===== src/rtl/cgu_rst_seq.sv =====
// Reset sequencer for the MMCM-derived clock domains: filters lock, staggers the
// domain reset releases, and serves software resets. Optional: CGU_RST_SEQ_TEST_BYPASS_EN.

module cgu_rst_seq_dom #(
   parameter int SWRST_W = 8
) (
   input  logic clk_i,
   input  logic rst_ni,
   input  logic en_i,
   input  logic req_i,
   input  logic clr_i,
   output logic busy_o
);
   localparam int CW = $clog2(SWRST_W) + 1;

   logic [CW-1:0] cnt_q, cnt_d;

   // A request reloads the full width, so back-to-back requests stretch the pulse.
   always_comb begin
      cnt_d = cnt_q;
      if (clr_i)
         cnt_d = '0;
      else if (en_i && req_i)
         cnt_d = CW'(SWRST_W);
      else if (cnt_q != '0)
         cnt_d = cnt_q - 1'b1;
   end

   assign busy_o = (cnt_d != '0);

   always_ff @(posedge clk_i or negedge rst_ni) begin
      if (!rst_ni) cnt_q <= '0;
      else         cnt_q <= cnt_d;
   end
endmodule

module cgu_rst_seq #(
   parameter int NUM_DOM   = 4,
   parameter int LOCK_FILT = 16,
   parameter int STAGGER   = 8,
   parameter int SWRST_W   = 8
) (
   input  logic               sys_clk_i,
   input  logic               por_rstn_i,
   input  logic               locked_i,
   input  logic [NUM_DOM-1:0] sw_rst_req_i,
   input  logic               lock_lost_clr_i,
   output logic [NUM_DOM-1:0] dom_rstn_o,
   output logic               seq_done_o,
   output logic               lock_lost_o,
   output logic [1:0]         state_o
`ifdef CGU_RST_SEQ_TEST_BYPASS_EN
   ,input logic               jtag_rst_sync_bypass_i
`endif
);
   localparam int FW = $clog2(LOCK_FILT) + 1;
   localparam int SW = $clog2(STAGGER) + 1;
   localparam int IW = $clog2(NUM_DOM) + 1;

   typedef enum logic [1:0] {IDLE = 2'd0, FILT = 2'd1, REL = 2'd2, RUN = 2'd3} state_e;

   state_e             state_q, state_d;
   logic               lk_meta_q, lk_s_q;
   logic [FW-1:0]      filt_q, filt_d;
   logic [SW-1:0]      stg_q, stg_d;
   logic [IW-1:0]      idx_q, idx_d;
   logic [NUM_DOM-1:0] dom_rstn_q, dom_rstn_d;
   logic               seq_done_q, seq_done_d;
   logic               lock_lost_q, lock_lost_d;
   logic [NUM_DOM-1:0] busy;
   logic               sw_en, sw_clr, lost_set;

   assign sw_en    = (state_q == RUN) && lk_s_q;
   assign sw_clr   = (state_q == RUN) && !lk_s_q;
   assign lost_set = !lk_s_q && ((state_q == REL) || (state_q == RUN));

   for (genvar k = 0; k < NUM_DOM; k++) begin : g_dom
      cgu_rst_seq_dom #(.SWRST_W(SWRST_W)) u_dom (
         .clk_i  (sys_clk_i),
         .rst_ni (por_rstn_i),
         .en_i   (sw_en),
         .req_i  (sw_rst_req_i[k]),
         .clr_i  (sw_clr),
         .busy_o (busy[k])
      );
   end

   always_comb begin
      state_d    = state_q;
      filt_d     = filt_q;
      stg_d      = stg_q;
      idx_d      = idx_q;
      dom_rstn_d = dom_rstn_q;
      seq_done_d = seq_done_q;
      case (state_q)
         IDLE: begin
            dom_rstn_d = '0;
            if (lk_s_q) begin
               state_d = FILT;
               filt_d  = FW'(1);
            end
         end
         FILT: begin
            dom_rstn_d = '0;
            if (!lk_s_q) begin
               state_d = IDLE;
               filt_d  = '0;
            end else if (filt_q == FW'(LOCK_FILT)) begin
               state_d = REL;
               filt_d  = '0;
               stg_d   = '0;
               idx_d   = '0;
            end else begin
               filt_d = filt_q + 1'b1;
            end
         end
         REL: begin
            if (!lk_s_q) begin
               state_d    = IDLE;
               dom_rstn_d = '0;
            end else if (stg_q == SW'(STAGGER - 1)) begin
               for (int k = 0; k < NUM_DOM; k++)
                  if (idx_q == IW'(k)) dom_rstn_d[k] = 1'b1;
               stg_d = '0;
               idx_d = idx_q + 1'b1;
               if (idx_q == IW'(NUM_DOM - 1)) begin
                  state_d    = RUN;
                  seq_done_d = 1'b1;
               end
            end else begin
               stg_d = stg_q + 1'b1;
            end
         end
         default: begin
            if (!lk_s_q) begin
               state_d    = IDLE;
               dom_rstn_d = '0;
               seq_done_d = 1'b0;
            end else begin
               dom_rstn_d = ~busy;
            end
         end
      endcase
      // Set beats clear when both land in the same cycle.
      lock_lost_d = lost_set ? 1'b1 : (lock_lost_clr_i ? 1'b0 : lock_lost_q);
   end

   always_ff @(posedge sys_clk_i or negedge por_rstn_i) begin
      if (!por_rstn_i) begin
         lk_meta_q   <= 1'b0;
         lk_s_q      <= 1'b0;
         state_q     <= IDLE;
         filt_q      <= '0;
         stg_q       <= '0;
         idx_q       <= '0;
         dom_rstn_q  <= '0;
         seq_done_q  <= 1'b0;
         lock_lost_q <= 1'b0;
      end else begin
         lk_meta_q   <= locked_i;
         lk_s_q      <= lk_meta_q;
         state_q     <= state_d;
         filt_q      <= filt_d;
         stg_q       <= stg_d;
         idx_q       <= idx_d;
         dom_rstn_q  <= dom_rstn_d;
         seq_done_q  <= seq_done_d;
         lock_lost_q <= lock_lost_d;
      end
   end

`ifdef CGU_RST_SEQ_TEST_BYPASS_EN
   // Test-mode only: lets the scan/JTAG reset reach the domains without the sequencer.
   assign dom_rstn_o = jtag_rst_sync_bypass_i ? {NUM_DOM{por_rstn_i}} : dom_rstn_q;
`else
   assign dom_rstn_o = dom_rstn_q;
`endif
   assign seq_done_o  = seq_done_q;
   assign lock_lost_o = lock_lost_q;
   assign state_o     = state_q;
endmodule


===== config.mk =====
export PLATFORM = sky130hd
export DESIGN_NAME = cgu_rst_seq
export DESIGN_NICKNAME = d
export VERILOG_FILES = /design/src/rtl/cgu_rst_seq.sv
export SDC_FILE = /design/constraint.sdc
export NUM_CORES = 1
export LEC_CHECK = 0
export BUFFER_PORTS_ARGS = -buffer_cell sky130_fd_sc_hd__buf_2
export CAP_MARGIN = 10
export CORE_MARGIN = 5
export CORE_UTILIZATION = 35
export DETAILED_ROUTE_END_ITERATION = 8
export GPL_TIMING_DRIVEN = 0
export SLEW_MARGIN = 15
export SYNTH_ARGS = -nofsm -noshare
export SYNTH_HDL_FRONTEND = slang
export SYNTH_HIERARCHICAL = 1
export SYNTH_SLANG_ARGS = --single-unit

===== constraint.sdc =====
create_clock -name sys_clk_i -period 5.65 [get_ports sys_clk_i]
set_input_delay 1.13 -clock sys_clk_i [delete_from_list [all_inputs] [get_ports sys_clk_i]]
set_output_delay 1.13 -clock sys_clk_i [all_outputs]
set_load 0.01 [all_outputs]

==> flow_metrics.env, run 1 <==
export IMPL_post_route_min_period_ps=2060
export IMPL_root_buffer="clkbuf_8"
export IMPL_grt_max_degree=39
export IMPL_drive_gt1_share_pct=17.9
export IMPL_worst_pin_slew_ps=831
export IMPL_gr_usage_all_layers_pct=11.8
export IMPL_grt_pass1_vias=1623
export IMPL_portBuffers=15
export IMPL_crit_family="flip-flops"
export IMPL_overflow=0
export IMPL_rsz0062_at_grt="no"
export IMPL_arrival_ps=930
export IMPL_irDropWorstVdd_uv=199
export IMPL_vias=1648
export IMPL_post_cts_setup_buffers=0
export IMPL_path_clk_slew_ps=70
export IMPL_cp_slowest_cell="dfrtp_1"
export IMPL_netlist_top_cells_area="dfrtp_1 (44%), ha_1 (7.0%), mux2i_1 (3.3%), inv_1 (3.1%), nor2_1 (3.1%)"
export IMPL_grt_pass1_wl_microns=7300
export IMPL_cp_num_buf_inv=1
export IMPL_path_cells="buf_2"
export IMPL_syn_inst=216
export IMPL_fp_dieH_microns=88.5
export IMPL_synth_compound_area_share_pct=17.5
export IMPL_synth_edf_count=0
export IMPL_final_period_utilization_pct=36.5
export IMPL_hold_buffers=0
export IMPL_hpwlAfterDp_microns=3030
export IMPL_r2r_cells=7
export IMPL_die_w_microns=88.5
export IMPL_setup_ws_ps=3590
export IMPL_htreeDepth=2
export IMPL_async_reset_ff_share_pct=100
export IMPL_finalHoldViolCount=0
export IMPL_cts_sinks=38
export IMPL_nets=259
export IMPL_fin_hold_ws_ps=362
export IMPL_hold_path_class="reg2reg"
export IMPL_firstDrtPassIters=4
export IMPL_fillers=609
export IMPL_post_route_util_pct=40.8
export IMPL_yosys_top_cells_count="dfrtp_1 (38), inv_1 (18), nor2_1 (18)"
export IMPL_avgSynthCellArea_sq_um=9.97
export IMPL_holdPathEnd="lk_s_q"
export IMPL_endpoint_kind="primary output"
export IMPL_core_area_sq_um=5960
export IMPL_drv_slew=0
export IMPL_start_kind="register"
export IMPL_synth_fp_nets=236
export IMPL_place_congestion=0.770
export IMPL_regToRegStartpoint="state_o[1]"
export IMPL_reg2reg_slack_ps=3770
export IMPL_std_cell_rows=28
export IMPL_ios=16
export IMPL_synthMuxAreaShare_pct=3.25
export IMPL_post_cts_resized=0
export IMPL_yosys_warnings=6
export IMPL_cts_tree="done"
export IMPL_dpl_worst_slack_ps=3560
export IMPL_finalSetupViolations=0
export IMPL_crit_path_max_fanout=5
export IMPL_numCtsBuffers=5
export IMPL_worstHoldStart="lk_meta_q"
export IMPL_antenna_left=0
export IMPL_required_ps=4520
export IMPL_synth_most_common_cell="dfrtp_1"
export IMPL_ys_types=40
export IMPL_relSlewSlack_pct=44.6
export IMPL_syn_area_sq_um=2150
export IMPL_skew_ps=5.82
export IMPL_worstSkewPairLatency_ps=290
export IMPL_clk_path_buf_depth=2
export IMPL_power_density_nw_per_um2=396
export IMPL_cap_violations=0
export IMPL_whs_path_depth=0
export IMPL_multi_input_area_sq_um=1120
export IMPL_wire_per_inst_microns=13.0
export IMPL_area_growth_pct=12.7
export IMPL_synthAdderAreaFrac_pct=6.97
export IMPL_cpPeakStageDelay_ps=460
export IMPL_max_freq_mhz=485
export IMPL_yosysTopAreaCell="dfrtp_1"
export IMPL_synth_simple_area_share_pct=20.8
export IMPL_register_area_sq_um=951
export IMPL_synth_top_family_by_area="simple AND/OR/NAND/NOR gates"
export IMPL_drt_iter0_markers=52
export IMPL_die_area_sq_um=7830
export IMPL_status="finished clean"
export IMPL_worstSetupPathType="reg2out"
export IMPL_yosysTopAreaCellShare_pct=44.1
export IMPL_start_util_pct=36.2
export IMPL_antenna_found_initial=0
export IMPL_fin_tns_setup_ps=0
export IMPL_vias_per_cell=5.23
export IMPL_routed_wl_microns=4100
export IMPL_leakagePower_uw=0.00112
export IMPL_diodes=0
export IMPL_drc=0
export IMPL_synth_main_ff_cell="dfrtp_1"
export IMPL_ys_seq_elements=38
export IMPL_synth_seq_area_share_pct=44.1
export IMPL_synth_xor_area_share_pct=3.25
export IMPL_timing_rr_end="dom_rstn_o[3]"
[layer usage]
metal | routed length [microns] | global-route usage (%) | part of all wire [%]
met1 | 2010 | 15.0 | 49
met4 | 49 | 4.12 | 1.2
met2 | 1870 | 19.4 | 46
met5 | 0 | 0 | 0
met3 | 168 | 3.26 | 4.1
[report_power, final]
part	internal [uW]	switching (uW)
combinational	198	163
clock	98.3	87.8
sequential	334	80.4
total	631	331
[cell usage in the layout (no fill, tap or decap), drive strengths merged, types with 5 or more instances in the layout]
cell and instances:
nor3 12, o22ai 7, inv 18, nor2b 7
a211oi 5, ha 12, clkbuf 7, a21oi 12
nand2 11, buf 20, mux2i 7, nor2 18
nand3 8, dfrtp 38, o21ai 8
[worst max path at each step]
stage                    startpoint            end  slack [ps]  cells past startpoint
detailed placement  sw_rst_req_i[3]  dom_rstn_o[3]        3560                      5
floorplan           sw_rst_req_i[0]  dom_rstn_o[0]        3770                      4
finish                   state_o[1]     state_o[1]        3590                      1
CTS                      state_o[1]     state_o[1]        3570                      1
global route             state_o[1]  dom_rstn_o[2]        3520                      7
global placement             lk_s_q  dom_rstn_o[3]        3290                      5
[per-stage QoR]
stage                     instances  power, uW  area [sq um]
after detailed placement        307        783          2340
final                           315        962          2430
after CTS                       315        976          2430
after global routing            315       1050          2430
after global placement          306        772          2320
after floorplan                 216        715          2150
[flip-flops by register name (all words and copies together), names as in the netlist]
register and cells:
stg_q 4, lk_meta_q 1, lock_lost_o 1, lk_s_q 1, seq_done_o 1, dom_rstn_o 4
idx_q 3, g_dom.u_dom/cnt_q 16, state_o 2, filt_q 5
[kinds of logic (layout without fill, tap and decap cells)]
family / after synthesis / count (layout)
flip-flops: 38 / 38
AO/OA/AOI/OAI: 52 / 52
multiplexers: 7 / 7
AND/OR/NAND/NOR: 77 / 77
adder cells (fa/ha/maj): 12 / 12
buffers and inverters: 22 / 46
XOR/XNOR: 8 / 8
[layout make-up]
class	instances	area share (%)
sequential	38	39.2
inverter	18	2.78
timing repair buffer	16	3.55
clock inverter	1	0.206
tap	75	3.86
clock buffer	7	3.55
multi-input combinational	156	46.1
buffer	4	0.824
No activity file was read; power rests on OpenSTA's default activity.
==> run 2, diff against run 1 <==
==> constraint.sdc (replaced) <==
create_clock -name sys_clk_i -period 2 [get_ports sys_clk_i]
set_input_delay 0.4 -clock sys_clk_i [delete_from_list [all_inputs] [get_ports sys_clk_i]]
set_output_delay 0.4 -clock sys_clk_i [all_outputs]
set_load 0.01 [all_outputs]
==> flow_metrics.env, run 2 (synthesis results as in run 1) <==
export IMPL_routed_wl_microns=4120
export IMPL_vias_per_cell=5.24
export IMPL_register_area_sq_um=951
export IMPL_setup_ws_ps=193
export IMPL_overflow=0
export IMPL_cp_num_buf_inv=1
export IMPL_hpwlAfterDp_microns=3030
export IMPL_worstSkewPairLatency_ps=290
export IMPL_hold_buffers=0
export IMPL_grt_pass1_vias=1623
export IMPL_vias=1651
export IMPL_firstDrtPassIters=4
export IMPL_drt_iter0_markers=50
export IMPL_antenna_left=0
export IMPL_gr_usage_all_layers_pct=11.8
export IMPL_regToRegStartpoint="g_dom[0].u_dom/cnt_q[0]"
export IMPL_finalSetupViolations=0
export IMPL_area_growth_pct=13.9
export IMPL_crit_path_end="dom_rstn_o[0]"
export IMPL_place_congestion=0.770
export IMPL_pwr_share_comb_pct=38.5
export IMPL_relSlewSlack_pct=45.1
export IMPL_start_util_pct=36.2
export IMPL_post_route_min_period_ps=1810
export IMPL_worstSetupPathType="reg2reg"
export IMPL_antenna_found_initial=0
export IMPL_internal_power_uw=1810
export IMPL_final_period_utilization_pct=90.3
export IMPL_multi_input_area_sq_um=1140
export IMPL_grt_max_degree=39
export IMPL_status="finished clean"
export IMPL_start_kind="register"
export IMPL_netSwitchingPower_uw=958
export IMPL_path_clk_slew_ps=70
export IMPL_post_dp_cell_area_sq_um=2340
export IMPL_path_cells="inv_1, ha_1, or3b_4, o32ai_1, a21oi_1, o22ai_1"
export IMPL_post_route_util_pct=41.2
export IMPL_required_ps=2210
export IMPL_clk_path_buf_depth=2
export IMPL_largest_reg_flops=16
export IMPL_regMostFlops="g_dom.u_dom/cnt_q"
export IMPL_design_area_sq_um=2450
export IMPL_fp_dieH_microns=88.5
export IMPL_dpl_worst_slack_ps=112
export IMPL_cp_slowest_cell="dfrtp_1"
export IMPL_reg2reg_slack_ps=190
export IMPL_htreeDepth=2
export IMPL_wire_per_inst_microns=13.1
export IMPL_portBuffers=15
export IMPL_cts_sinks=38
export IMPL_power_density_nw_per_um2=1130
export IMPL_core_area_sq_um=5960
export IMPL_final_common_cell="dfrtp_1"
export IMPL_drv_slew=0
export IMPL_cap_violations=0
export IMPL_hold_path_class="in2async"
export IMPL_drive_gt1_share_pct=20.0
export IMPL_pwr_share_clk_pct=19.1
export IMPL_timing_rr_end="dom_rstn_o[0]"
export IMPL_fin_hold_ws_ps=205
export IMPL_cts_tree="done"
export IMPL_max_freq_mhz=553
export IMPL_root_buffer="clkbuf_8"
export IMPL_std_cell_rows=28
export IMPL_fillers=607
export IMPL_endpoint_kind="register"
export IMPL_r2r_cells=6
export IMPL_crit_start="g_dom[0].u_dom/cnt_q[0]"
export IMPL_crit_path_max_fanout=6
export IMPL_cpPeakStageDelay_ps=440
export IMPL_irDropWorstVdd_uv=563
export IMPL_fin_tns_setup_ps=0
export IMPL_worst_pin_slew_ps=824
export IMPL_finalHoldViolCount=0
export IMPL_grt_pass1_wl_microns=7300
export IMPL_cp_num_cells=6
export IMPL_ios=16
export IMPL_die_area_sq_um=7830
export IMPL_power_frac_seq_pct=42.4
export IMPL_drc=0
export IMPL_numCtsBuffers=5
export IMPL_rsz0062_at_grt="no"
export IMPL_most_common_layout_cells="dfrtp_1 (38), buf_2 (19), inv_1 (18), nor2_1 (17)"
export IMPL_diodes=0
export IMPL_crit_family="compound AO/OA/AOI/OAI gates"
export IMPL_skew_ps=5.80
export IMPL_die_w_microns=88.5
export IMPL_arrival_ps=2020
export IMPL_sw_frac_of_total_pct=34.7
export IMPL_reg_top3="g_dom.u_dom/cnt_q (16), filt_q (5)"
export IMPL_leakagePower_uw=0.00112
export IMPL_nets=259
==> run 2: cell counts in the layout (fill, tap and decap cells not counted) <==
Identical to the previous run, type by type.
==> run 2: routing by layer <==
metal  global-route usage, %  share of wire, %  vias up
met5                       0                 0        -
met4                    4.12               1.2        0
met3                    3.26               4.2        5
met2                    19.4                46       22
met1                    15.0                49      790
li1                        -                 -      834
==> run 2: stage by stage <==
step	power, uW	std cells
detailed placement	2210	307
global route	3020	315
floorplan	2020	216
CTS	2760	315
finish	2760	315
global placement	2180	306
==> run 2: final cells by class <==
| type | count | area share [%] |
|---|---|---|
| multi-input combinational | 156 | 46.6 |
| clock buffer | 7 | 3.52 |
| clock inverter | 1 | 0.204 |
| inverter | 18 | 2.75 |
| timing repair buffer | 16 | 3.52 |
| sequential | 38 | 38.8 |
| buffer | 4 | 0.816 |
| tap | 75 | 3.82 |
==> run 2: power by group through the flow <==
stage / combinational (uW) / sequential, uW / clock (uW)
6_report: 1070 / 1170 / 527
5_1_grt: 1220 / 1210 / 591
4_1_cts: 1040 / 1170 / 554
3_5_place_dp: 1030 / 1180 / 0
3_3_place_gp: 1010 / 1170 / 0
2_1_floorplan: 889 / 1130 / 0
==> run 2: what timing repair did <==
| item | CTS | global route |
|---|---|---|
| setup buffers | 0 | 0 |
| endpoints found under the setup margin | 0 | 4 |
| resized for setup | 0 | 5 |
| hold endpoints to repair | 0 | 0 |
==> run 2: how the worst min path moves through the flow <==
| stage | to | cells past startpoint |
|---|---|---|
| 2_1_floorplan | dom_rstn_o[0] | 0 |
| 3_3_place_gp | lk_s_q | 0 |
| 3_5_place_dp | lk_s_q | 0 |
| 4_1_cts | lk_meta_q | 1 |
| 5_1_grt | lk_meta_q | 1 |
| 6_report | g_dom[1].u_dom/cnt_q[1] | 1 |
==> run 2: worst reg2reg max path: cells and delay by family (launching register included) <==
family / cells / cell delay, ps
simple gates: 1 / 440
compound gates: 3 / 540
flops: 1 / 440
buf+inv: 1 / 80
fa+ha+maj: 1 / 230
==> run 3, diff against run 2 <==
--- a/config.mk
+++ b/config.mk
@@ -11,6 +11,7 @@
 export CORE_UTILIZATION = 35
 export DETAILED_ROUTE_END_ITERATION = 8
 export GPL_TIMING_DRIVEN = 0
+export REMOVE_ABC_BUFFERS = 1
 export SLEW_MARGIN = 15
 export SYNTH_ARGS = -nofsm -noshare
 export SYNTH_HDL_FRONTEND = slang
==> flow_metrics.env, run 3 (synthesis results as in run 1) <==
export IMPL_irDropWorstVdd_uv=605
export IMPL_final_common_cell="dfrtp_1"
export IMPL_most_common_layout_cells="dfrtp_1 (38), inv_1 (18), nor2_1 (17), buf_2 (15)"
export IMPL_power_frac_seq_pct=43.3
export IMPL_final_period_utilization_pct=90.6
export IMPL_antenna_left=0
export IMPL_netSwitchingPower_uw=941
export IMPL_core_area_sq_um=5960
export IMPL_regMostFlops="g_dom.u_dom/cnt_q"
export IMPL_reg2reg_slack_ps=190
export IMPL_cts_sinks=38
export IMPL_worst_pin_slew_ps=858
export IMPL_regToRegStartpoint="g_dom[2].u_dom/cnt_q[0]"
export IMPL_post_dp_cell_area_sq_um=2320
export IMPL_vias_per_cell=5.31
export IMPL_drive_gt1_share_pct=16.7
export IMPL_r2r_cells=6
export IMPL_die_w_microns=88.5
export IMPL_die_area_sq_um=7830
export IMPL_timing_rr_end="dom_rstn_o[2]"
export IMPL_numCtsBuffers=5
export IMPL_finalHoldViolCount=0
export IMPL_crit_path_end="dom_rstn_o[2]"
export IMPL_wire_per_inst_microns=13.5
export IMPL_power_density_nw_per_um2=1130
export IMPL_cts_tree="done"
export IMPL_setup_ws_ps=188
export IMPL_grt_max_degree=39
export IMPL_diodes=0
export IMPL_drt_iter0_markers=62
export IMPL_start_util_pct=36.2
export IMPL_hold_path_class="in2reg"
export IMPL_area_growth_pct=11.8
export IMPL_firstDrtPassIters=4
export IMPL_grt_pass1_vias=1576
export IMPL_skew_ps=9.60
export IMPL_cap_violations=0
export IMPL_ios=16
export IMPL_dpl_worst_slack_ps=94.4
export IMPL_worstSkewPairLatency_ps=290
export IMPL_crit_path_max_fanout=6
export IMPL_fin_tns_setup_ps=0
export IMPL_place_congestion=0.763
export IMPL_crit_start="g_dom[2].u_dom/cnt_q[0]"
export IMPL_pwr_share_comb_pct=37.6
export IMPL_arrival_ps=2020
export IMPL_multi_input_area_sq_um=1120
export IMPL_register_area_sq_um=951
export IMPL_relSlewSlack_pct=42.8
export IMPL_hold_buffers=0
export IMPL_nets=255
export IMPL_finalSetupViolations=0
export IMPL_hpwlAfterDp_microns=2920
export IMPL_antenna_found_initial=0
export IMPL_path_clk_slew_ps=70
export IMPL_rsz0062_at_grt="no"
export IMPL_fillers=601
export IMPL_endpoint_kind="register"
export IMPL_leakagePower_uw=0.00110
export IMPL_start_kind="register"
export IMPL_pwr_share_clk_pct=19.1
export IMPL_sw_frac_of_total_pct=34.7
export IMPL_overflow=0
export IMPL_internal_power_uw=1770
export IMPL_required_ps=2210
export IMPL_finalPower_uw=2710
export IMPL_htreeDepth=2
export IMPL_status="finished clean"
export IMPL_max_freq_mhz=552
export IMPL_portBuffers=15
export IMPL_clk_path_buf_depth=2
export IMPL_drv_slew=0
export IMPL_largest_reg_flops=16
export IMPL_fp_dieH_microns=88.5
export IMPL_design_area_sq_um=2410
export IMPL_routed_wl_microns=4170
export IMPL_std_cell_rows=28
export IMPL_grt_pass1_wl_microns=7420
export IMPL_reg_top3="g_dom.u_dom/cnt_q (16), filt_q (5)"
export IMPL_root_buffer="clkbuf_8"
export IMPL_vias=1640
export IMPL_gr_usage_all_layers_pct=11.8
export IMPL_post_route_min_period_ps=1810
export IMPL_drc=0
export IMPL_worstSetupPathType="reg2reg"
run 3: layout make-up:
cell class / count / area share, %
multi-input combinational: 156 / 46.6
sequential: 38 / 39.5
tap: 75 / 3.90
timing repair buffer: 16 / 3.74
clock buffer: 6 / 3.43
inverter: 18 / 2.81
run 3: metrics by stage:
stage / utilization (%) / hold WS (ps) / std cells
final: 40.4 / 224 / 309
after global placement: 38.7 / 337 / 302
after detailed placement: 39.0 / 336 / 303
after CTS: 40.4 / 212 / 309
after global routing: 40.4 / 217 / 309
after floorplan: - / 104 / 212
run 3: what timing repair did:
item | 4_1_cts | 5_1_grt
endpoints found under the setup margin | 0 | 4
gates resized for setup | 0 | 1
buffers inserted | 0 | 0
run 3: worst min path at each step:
stage                    endpoint       start  slack, ps  cells past startpoint
CTS                     lk_meta_q    locked_i        210                      1
global placement           lk_s_q   lk_meta_q        340                      0
detailed placement         lk_s_q   lk_meta_q        340                      0
global route            lk_meta_q    locked_i        220                      1
floorplan           dom_rstn_o[0]  por_rstn_i        100                      0
finish                  lk_meta_q    locked_i        220                      1
run 3: worst max-delay path: stages (launching register included):
cell	delay (ps)
dfrtp_1	440
inv_1	80
ha_1	240
or3b_4	440
o32ai_1	270
a21oi_1	110
o22ai_1	160
run 3: metal layers:
layer | routed length [microns] | GRT usage (%) | part of all wire [%]
met5 | 0 | 0 | 0
met2 | 1950 | 19.0 | 47
met3 | 132 | 3.35 | 3.2
met1 | 2050 | 16.1 | 49
met4 | 35 | 2.06 | 0.84
run 3: power by group through the flow:
stage / sequential, uW / combinational, uW / clock [uW]
finish: 1170 / 1020 / 518
global placement: 1180 / 996 / 0
global route: 1210 / 1160 / 577
detailed placement: 1190 / 1030 / 0
CTS: 1170 / 1040 / 544
floorplan: 1140 / 884 / 0
